==> src/rtl/atm_keypad_frontend.sv <==
// Keypad/card-reader front end: turns raw key strobes and card level into the
// ATM controller handshake (card pulse, transaction type, PIN digits, amount).
module atm_keypad_frontend #(
    parameter int PIN_DIGITS        = 4,
    parameter int MAX_AMOUNT_DIGITS = 9,
    parameter int TIMEOUT_CYCLES    = 1000000
) (
    input  logic        clk,
    input  logic        rst,
    input  logic        tarjeta_insertada,
    input  logic        key_valid,
    input  logic [3:0]  key_code,
    input  logic        pin_incorrecto,
    input  logic        bloqueo,
    input  logic        balance_actualizado,
    input  logic        fondos_insuficientes,
    output logic        tarjeta_recibida,
    output logic        tipo_trans,
    output logic        add_digit,
    output logic [3:0]  digito,
    output logic        monto_stb,
    output logic [31:0] monto,
    output logic        entry_error,
    output logic        timeout
);

    typedef enum logic [2:0] {
        ST_IDLE    = 3'd0,
        ST_SELECT  = 3'd1,
        ST_PIN     = 3'd2,
        ST_AMOUNT  = 3'd3,
        ST_DONE    = 3'd4,
        ST_LOCKED  = 3'd5
    } state_t;

    localparam logic [3:0]  KEY_ENTER    = 4'hA;
    localparam logic [3:0]  KEY_CLEAR    = 4'hB;
    localparam logic [3:0]  KEY_DEPOSIT  = 4'hC;
    localparam logic [3:0]  KEY_WITHDRAW = 4'hD;
    localparam logic [3:0]  PIN_LAST     = 4'(PIN_DIGITS - 1);
    localparam logic [3:0]  AMT_MAX      = 4'(MAX_AMOUNT_DIGITS);
    localparam logic [31:0] TIMER_LAST   = 32'(TIMEOUT_CYCLES - 1);

    function automatic logic is_digit(input logic [3:0] code);
        return (code <= 4'd9);
    endfunction

    function automatic logic [31:0] acc_push(input logic [31:0] acc, input logic [3:0] code);
        return (acc * 32'd10) + {28'd0, code};
    endfunction

    state_t      state_r, state_s;
    logic        card_d_r, pinc_d_r;
    logic [3:0]  pin_cnt_r, pin_cnt_s;
    logic [3:0]  amt_cnt_r, amt_cnt_s;
    logic [31:0] acc_r, acc_s;
    logic [31:0] timer_r, timer_s;
    logic        tr_s, tipo_s, add_s, mstb_s, err_s, to_s;
    logic [3:0]  digito_s;
    logic [31:0] monto_s;
    logic        card_rise_s, pinc_rise_s, digit_key_s, timed_s, expire_s;

    assign card_rise_s = tarjeta_insertada & ~card_d_r;
    assign pinc_rise_s = pin_incorrecto & ~pinc_d_r;
    assign digit_key_s = key_valid & is_digit(key_code);
    assign timed_s     = (state_r == ST_SELECT) || (state_r == ST_PIN) || (state_r == ST_AMOUNT);
    assign expire_s    = timed_s && !key_valid && (timer_r == TIMER_LAST);

    // Next-state, datapath and output decode; card removal, lock and timeout outrank keys.
    always_comb begin
        state_s   = state_r;
        pin_cnt_s = pin_cnt_r;
        amt_cnt_s = amt_cnt_r;
        acc_s     = acc_r;
        tr_s      = 1'b0;
        tipo_s    = tipo_trans;
        add_s     = 1'b0;
        digito_s  = digito;
        mstb_s    = 1'b0;
        monto_s   = monto;
        err_s     = 1'b0;
        to_s      = 1'b0;
        if (state_r == ST_IDLE) begin
            pin_cnt_s = 4'd0;
            amt_cnt_s = 4'd0;
            acc_s     = 32'd0;
            if (card_rise_s) begin
                tr_s    = 1'b1;
                state_s = ST_SELECT;
            end else begin
                state_s = ST_IDLE;
            end
        end else if (!tarjeta_insertada) begin
            state_s   = ST_IDLE;
            pin_cnt_s = 4'd0;
            amt_cnt_s = 4'd0;
            acc_s     = 32'd0;
        end else if (bloqueo && (state_r != ST_LOCKED)) begin
            state_s = ST_LOCKED;
        end else if (expire_s) begin
            to_s      = 1'b1;
            state_s   = ST_IDLE;
            pin_cnt_s = 4'd0;
            amt_cnt_s = 4'd0;
            acc_s     = 32'd0;
        end else begin
            case (state_r)
                ST_SELECT: begin
                    if (key_valid && (key_code == KEY_DEPOSIT)) begin
                        tipo_s  = 1'b0;
                        state_s = ST_PIN;
                    end else if (key_valid && (key_code == KEY_WITHDRAW)) begin
                        tipo_s  = 1'b1;
                        state_s = ST_PIN;
                    end else if (digit_key_s || (key_valid && (key_code == KEY_ENTER))) begin
                        err_s = 1'b1;
                    end else begin
                        state_s = ST_SELECT;
                    end
                end
                ST_PIN: begin
                    if (digit_key_s) begin
                        add_s    = 1'b1;
                        digito_s = key_code;
                        if (pin_cnt_r == PIN_LAST) begin
                            pin_cnt_s = 4'd0;
                            state_s   = ST_AMOUNT;
                        end else begin
                            pin_cnt_s = pin_cnt_r + 4'd1;
                        end
                    end else begin
                        state_s = ST_PIN;
                    end
                end
                ST_AMOUNT: begin
                    if (pinc_rise_s) begin
                        acc_s     = 32'd0;
                        amt_cnt_s = 4'd0;
                        state_s   = ST_PIN;
                    end else if (digit_key_s) begin
                        // Leading zeros neither count nor change the value.
                        if ((acc_r == 32'd0) && (key_code == 4'd0)) begin
                            acc_s = acc_r;
                        end else if (amt_cnt_r < AMT_MAX) begin
                            acc_s     = acc_push(acc_r, key_code);
                            amt_cnt_s = amt_cnt_r + 4'd1;
                        end else begin
                            err_s = 1'b1;
                        end
                    end else if (key_valid && (key_code == KEY_CLEAR)) begin
                        acc_s     = 32'd0;
                        amt_cnt_s = 4'd0;
                    end else if (key_valid && (key_code == KEY_ENTER)) begin
                        if (acc_r == 32'd0) begin
                            err_s = 1'b1;
                        end else begin
                            monto_s   = acc_r;
                            mstb_s    = 1'b1;
                            acc_s     = 32'd0;
                            amt_cnt_s = 4'd0;
                            state_s   = ST_DONE;
                        end
                    end else begin
                        state_s = ST_AMOUNT;
                    end
                end
                ST_DONE: begin
                    if (balance_actualizado || fondos_insuficientes) begin
                        state_s = ST_IDLE;
                    end else begin
                        state_s = ST_DONE;
                    end
                end
                ST_LOCKED: state_s = ST_LOCKED;
                default:   state_s = ST_IDLE;
            endcase
        end
        // Inactivity timer restarts on every key and on every state change.
        if ((state_s != state_r) || key_valid || !timed_s) begin
            timer_s = 32'd0;
        end else begin
            timer_s = timer_r + 32'd1;
        end
    end

    // State, datapath and registered outputs.
    always_ff @(posedge clk or negedge rst) begin
        if (!rst) begin
            state_r          <= ST_IDLE;
            card_d_r         <= 1'b0;
            pinc_d_r         <= 1'b0;
            pin_cnt_r        <= 4'd0;
            amt_cnt_r        <= 4'd0;
            acc_r            <= 32'd0;
            timer_r          <= 32'd0;
            tarjeta_recibida <= 1'b0;
            tipo_trans       <= 1'b0;
            add_digit        <= 1'b0;
            digito           <= 4'd0;
            monto_stb        <= 1'b0;
            monto            <= 32'd0;
            entry_error      <= 1'b0;
            timeout          <= 1'b0;
        end else begin
            state_r          <= state_s;
            card_d_r         <= tarjeta_insertada;
            pinc_d_r         <= pin_incorrecto;
            pin_cnt_r        <= pin_cnt_s;
            amt_cnt_r        <= amt_cnt_s;
            acc_r            <= acc_s;
            timer_r          <= timer_s;
            tarjeta_recibida <= tr_s;
            tipo_trans       <= tipo_s;
            add_digit        <= add_s;
            digito           <= digito_s;
            monto_stb        <= mstb_s;
            monto            <= monto_s;
            entry_error      <= err_s;
            timeout          <= to_s;
        end
    end

endmodule

==> config.mk <==
export PLATFORM = sky130hd
export DESIGN_NAME = atm_keypad_frontend
export DESIGN_NICKNAME = d
export VERILOG_FILES = /design/src/rtl/atm_keypad_frontend.sv
export SDC_FILE = /design/constraint.sdc
export NUM_CORES = 1
export LEC_CHECK = 0
export ABC_AREA = 1
export CORE_ASPECT_RATIO = 1.1
export CORE_MARGIN = 5
export CORE_UTILIZATION = 55
export DETAILED_ROUTE_END_ITERATION = 6
export PLACE_DENSITY = 0.82
export SLEW_MARGIN = 5
export SYNTH_ARGS = -nofsm -noshare
export SYNTH_HDL_FRONTEND = slang
export SYNTH_SLANG_ARGS = --single-unit
==> constraint.sdc <==
create_clock -name clk -period 5.5 [get_ports clk]
set_input_delay 0.825 -clock clk [delete_from_list [all_inputs] [get_ports clk]]
set_output_delay 0.825 -clock clk [all_outputs]
set_load 0.01 [all_outputs]
# [Word-level counts from Yosys, hierarchy flattened]
# Index checks and enable logic that the tools add are counted.
# Widths: inputs -> output; s select.
[totals] in_bits=12 wordCells=168 register_bits=119
[op_classes] bitwise=12 n_eq_ne=21 n_reduce_logical=25 mux=88 n_addsub=4 mul=1 order_cmp=2
[op_table] cell="$mux 32" count=13
[op_table] cell="$mux 4" count=19
[op_table] cell="$mux 3" count=15
[op_table] cell="$mux 1" count=39
[op_table] cell="$add 32x1->32 const B" count=1
[op_table] cell="$add 32x4->32" count=1
[op_table] cell="$eq 32x20->1 const B" count=1
[op_table] cell="$logic_not 32->1" count=1
[op_table] cell="$mul 32x3->31 const B" count=1
[op_table] cell="$reduce_and 6->1" count=3
[op_table] cell="$eq 4x4->1 const B" count=4
[op_table] cell="$pmux 3 s5" count=1
[op_table] cell="$ne 4x1->1 const B" count=3
[op_table] cell="$reduce_and 10->1" count=1
[op_table] cell="$not 1->1" count=9
[op_table] cell="$add 4x1->4 const B" count=2
[op_table] cell="$logic_and 1x1->1" count=8
[op_table] cell="$ne 7x1->1 const B" count=1
[op_table] cell="$ne 7x6->1 const B" count=1
[op_table] cell="$eq 3x2->1 const B" count=2
[op_table] cell="$eq 3x3->1 const B" count=2
[op_table] cell="$logic_or 1x1->1" count=6
[op_table] cell="$ne 3x3->1 const B" count=2
[op_table] cell="$ne 6x3->1 const B" count=1
[op_table] cell="13 further kinds" count=16

# [Longest topological paths before layout]
[depth] word_depth=15 mapped_depth=21 depth_no_buf=21

# [Worst setup path before layout]
# No wires, ideal clock.
[synth_timing] path_type="register to register" from="reg acc_r[1]" to="reg acc_r[31]" t_required_ns=5.383 setup_time_ns=0.117 path_stages_with_launch=18 path_buffers=0 t_arrival_ns=2.736 setup_slack_ns=2.648 path_cell_list="dfrtp_1 -> ha_1 -> ha_1 -> inv_1 -> fa_1 -> nand3b_1 -> nor2_2 -> nand2_4 -> nor2_8 -> nand2_4 -> nor2_4 -> nand2_4 -> nor2_8 -> nand4_4 -> nor2_4 -> nand4_1 -> nand2_1 -> nand2_1"
[synth_between] elab_chain_len=11 word_cells_on_any_way=16
[synth_lines] item="start: declaration" line="56" rtl="logic [31:0] acc_r, acc_s;"
[synth_lines] item="start signal: assignment" line="210" rtl="acc_r <= acc_s;"
[synth_lines] item="$mul 32x3->31" line="49" rtl="return (acc * 32'd10) + {28'd0, code};"
[synth_lines] item="$add 32x4->32" line="49"
[synth_lines] item="$mux 32" line="144" rtl="end else if (amt_cnt_r < AMT_MAX) begin"
[synth_lines] item="$mux 32" line="142" rtl="if ((acc_r == 32'd0) && (key_code == 4'd0)) begin"
[synth_lines] item="$mux 32" line="140" rtl="end else if (digit_key_s) begin"
[synth_lines] item="$mux 32" line="136" rtl="if (pinc_rise_s) begin"
[synth_lines] item="$mux 32" line="107" rtl="case (state_r)"
[synth_lines] item="$mux 32" line="100" rtl="end else if (expire_s) begin"
[synth_lines] item="$mux 32" line="98" rtl="end else if (bloqueo && (state_r != ST_LOCKED)) begin"
[synth_lines] item="$mux 32" line="93" rtl="end else if (!tarjeta_insertada) begin"
[synth_lines] item="$mux 32" line="83" rtl="if (state_r == ST_IDLE) begin"
# Several ways; a longest one is shown, not always the timed one. The select of a mux whose other input is x is not followed.
# A chain may end at the register's enable or synchronous reset.

# [Worst setup path after layout]
[layout_timing] from="reg acc_r[3]" to="reg acc_r[28]"
# The elaborated chain is that of the path after synthesis.

==> results.yml <==
yosys:
  yosys.area_share.adder_pct: 8.799
  yosysUniqueCellTypes: 44
  synth_seq_cells: 119
  synth_compound_area_share_pct: 6.059
  synth-simple-area-share_pct: 38.81
  seq_area_frac_synth_pct: 32.12
  avgSynthCellArea_sq_um: 7.045
  ys_async_sr_fraction_pct: 100.0
  synth-xor-area-share_pct: 3.968
  syn_area_sq_um: 9271
  synth-edff-count: 0
  synthMuxAreaShare_pct: 0.1215
  yosys_warnings: 0
  synth_nets: 1392
  synthTopCellsByArea: "dfrtp_1 (32%), nand2_1 (15%), ha_1 (8.4%)"
  synthCells: 1316
  yosys_most_used_dff: "dfrtp_1"
  synth_top_area_share_pct: 32.12
  synth_top_family_by_area: "simple AND/OR/NAND/NOR gates"
  yosysTopAreaCell: "dfrtp_1"
setup_path:
  r2r_cells: 18
  cp_max_fo: 6
  start_kind: "flip-flop"
  reg2reg_to: "acc_r[28]$_DFFE_PN0P_"
  crit_arrival_ns: 3.75
  endpoint: "acc_r[28]$_DFFE_PN0P_"
  r2r_slack_ns: 2.02
  startpoint: "acc_r[3]$_DFFE_PN0P_"
  rr_startpoint: "acc_r[3]$_DFFE_PN0P_"
  worstSetupEndpointType: "flip-flop"
  critPathRequiredTime_ns: 5.78
  critPathKind: "reg2reg"
route:
  routed_wl_mm: 24.70
  routed-via-count: 8838
  first_pass_iters: 5
  ant_nets: 0
  drc_errors: 0
  wl_per_cell_um: 15.53
  vias_per_cell: 5.555
  drt_iter0_drc: 644
finish:
  area_growth_pct: 14.25
  fin_cells: 1591
  mostFrequentLayoutCell: "nand2_1"
  n_antenna_cell: 0
  layout-drive-gt1-share_pct: 10.67
  fin_nets: 1450
  final_cell_mix: "nand2_1 (365), inv_1 (199), dfrtp_1 (119), nor2_1 (115), nand3_1 (80)"
grt:
  grt_pass1_vias: 8791
  grt_max_degree: 71
  busiest_layer: "met2"
  grt_use_met3_pct: 3.751
  grt.total_usage_pct: 25.88
  grt_pass1_wl_mm: 41.54
  grt_antenna_before_repair: 0
  grt_overflow: 0
  use_met1_pct: 31.93
  met2_usage_pct: 44.62
power:
  ir_worst_vdd_mv: 0.2448
  p_leak_nw: 5.294
  p_total_mw: 2.195
  p_per_area_nw_per_um2: 207.2
placed_design:
  place_congestion: 0.9555
  dpl.cell_count: 1559
  port_buffers: 53
  hpwl_mm: 18.46
die:
  dieArea_sq_um: 19560
  fp.dieW_um: 133.8
  dieHeight_um: 146.2
  core-area_sq_um: 16430
  num_io_pins: 54
  rows: 49
  start_util_pct: 56.43
sta:
  setup_tns_ns: 0
  rsz0062_at_grt: "no"
  skew_ns: 0.01005
  relSlewSlack_pct: 41.51
  setup_violations: 0
  hold_viol: 0
  finalCritPeriodShare_pct: 63.23
  tightest_slew_ns: 0.8761
  fin_crit_ns: 3.478
  slew_viol_final: 0
  max_freq_mhz: 287.6
clocking:
  cts_max_level: 4
  post_cts_buffers: 0
  clk_pin_slew_worst_paths_ns: 0.06
  cts_resized: 0
  clock_latency_ns: 0.42
  cts_hold_buf: 0
  cts_root_buf: "clkbuf_16"
  cts_sinks: 119
  cts_buffers: 17
  cts_tree: "yes"
  clockBufferDepth: 2
worst_hold_path:
  hold_path_startpoint: "card_d_r$_DFF_PN0_"
  holdCritPathClass: "reg2reg"
run_status:
  status: "complete, no violations"
run:
  max-cap-violations: 0
## cells in the mapped netlist, types with 5 or more instances
cell      instances
a21oi_1          16
buf_2             6
dfrtp_1         119
ha_1             62
inv_1           199
inv_2            24
nand2_1         365
nand2_2          26
nand2_4          11
nand3_1          80
nand3b_1          7
nand4_1          47
nor2_1          115
nor2_2           24
nor2_4           12
nor3_1           31
nor4_1            9
o21ai_0          59
o21ai_1           5
o22ai_1          15
xnor2_1          11
xor2_1           31
## registers in the layout (all words and copies together) (netlist names), 3 cells and up
name,flops
amt_cnt_r,4
timer_r,32
state_r,3
monto,32
pin_cnt_r,4
digito,4
acc_r,32
## critical path: stages, from the launching register on
cell     delay, ns
dfrtp_1       0.45
ha_1          0.32
ha_1          0.26
inv_1         0.08
fa_1          0.43
inv_1         0.13
nand3_1       0.11
nand2_2       0.15
nand2_1       0.08
nand2_1       0.13
nand2_1       0.09
nand3_1       0.07
nand2_1       0.12
inv_2         0.16
nand2_1       0.15
nor3_1        0.32
nand3_1       0.12
nand3_1       0.09
o21ai_0       0.09
## through the flow
stage                     setup WS, ns  utilization, %  hold WS, ns  cell area (sq um)
final                            2.022           64.47       0.4394              10590
after global routing             1.805           64.47       0.4640              10590
after CTS                        2.051           64.47       0.4420              10590
after detailed placement         1.916           60.65       0.4290               9965
after global placement           2.025           60.65       0.4120               9965
after floorplan                  2.648               -       0.3949               9271
## worst min path at each step
stage	to	slack (ns)	cells after the start
3_5_place_dp	tarjeta_recibida$_DFF_PN0_	0.43	1
2_1_floorplan	tarjeta_recibida$_DFF_PN0_	0.39	1
4_1_cts	tarjeta_recibida$_DFF_PN0_	0.44	1
5_1_grt	tarjeta_recibida$_DFF_PN0_	0.46	1
6_report	tarjeta_recibida$_DFF_PN0_	0.44	1
3_3_place_gp	tarjeta_recibida$_DFF_PN0_	0.41	1
## final cells by class
cell class | instances | area (sq um)
fill | 1432 | 5838
multi-input combinational | 958 | 5355
sequential | 119 | 2978
inverter | 224 | 840.8
timing repair buffer | 54 | 535.5
clock buffer | 18 | 429.2
tap | 204 | 255.2
clock inverter | 14 | 198.9
## power breakdown
part           internal, mW  leakage, nW  switching (mW)
logic                0.0299         3.33          0.0860
registers             0.883         1.66         0.00641
clock network         0.763        0.305           0.427
total                  1.68         5.29           0.519
## kinds of logic (layout without fill, tap and decap cells)
logic type      after synthesis  after routing
simple gates                747            747
flops                       119            119
fa+ha+maj                    64             64
xor+xnor                     42             42
mux                           1              1
buf+inv                     239            310
compound gates              104            104
## per-layer routing
| metal | vias to the layer above | share of wire [%] |
|---|---|---|
| met5 | - | 0 |
| met4 | 0 | 4.3 |
| met3 | 88 | 4.6 |
| met2 | 284 | 49 |
| met1 | 4144 | 42 |
| li1 | 4322 | - |
Note: power is estimated with default switching activity, not from simulation.
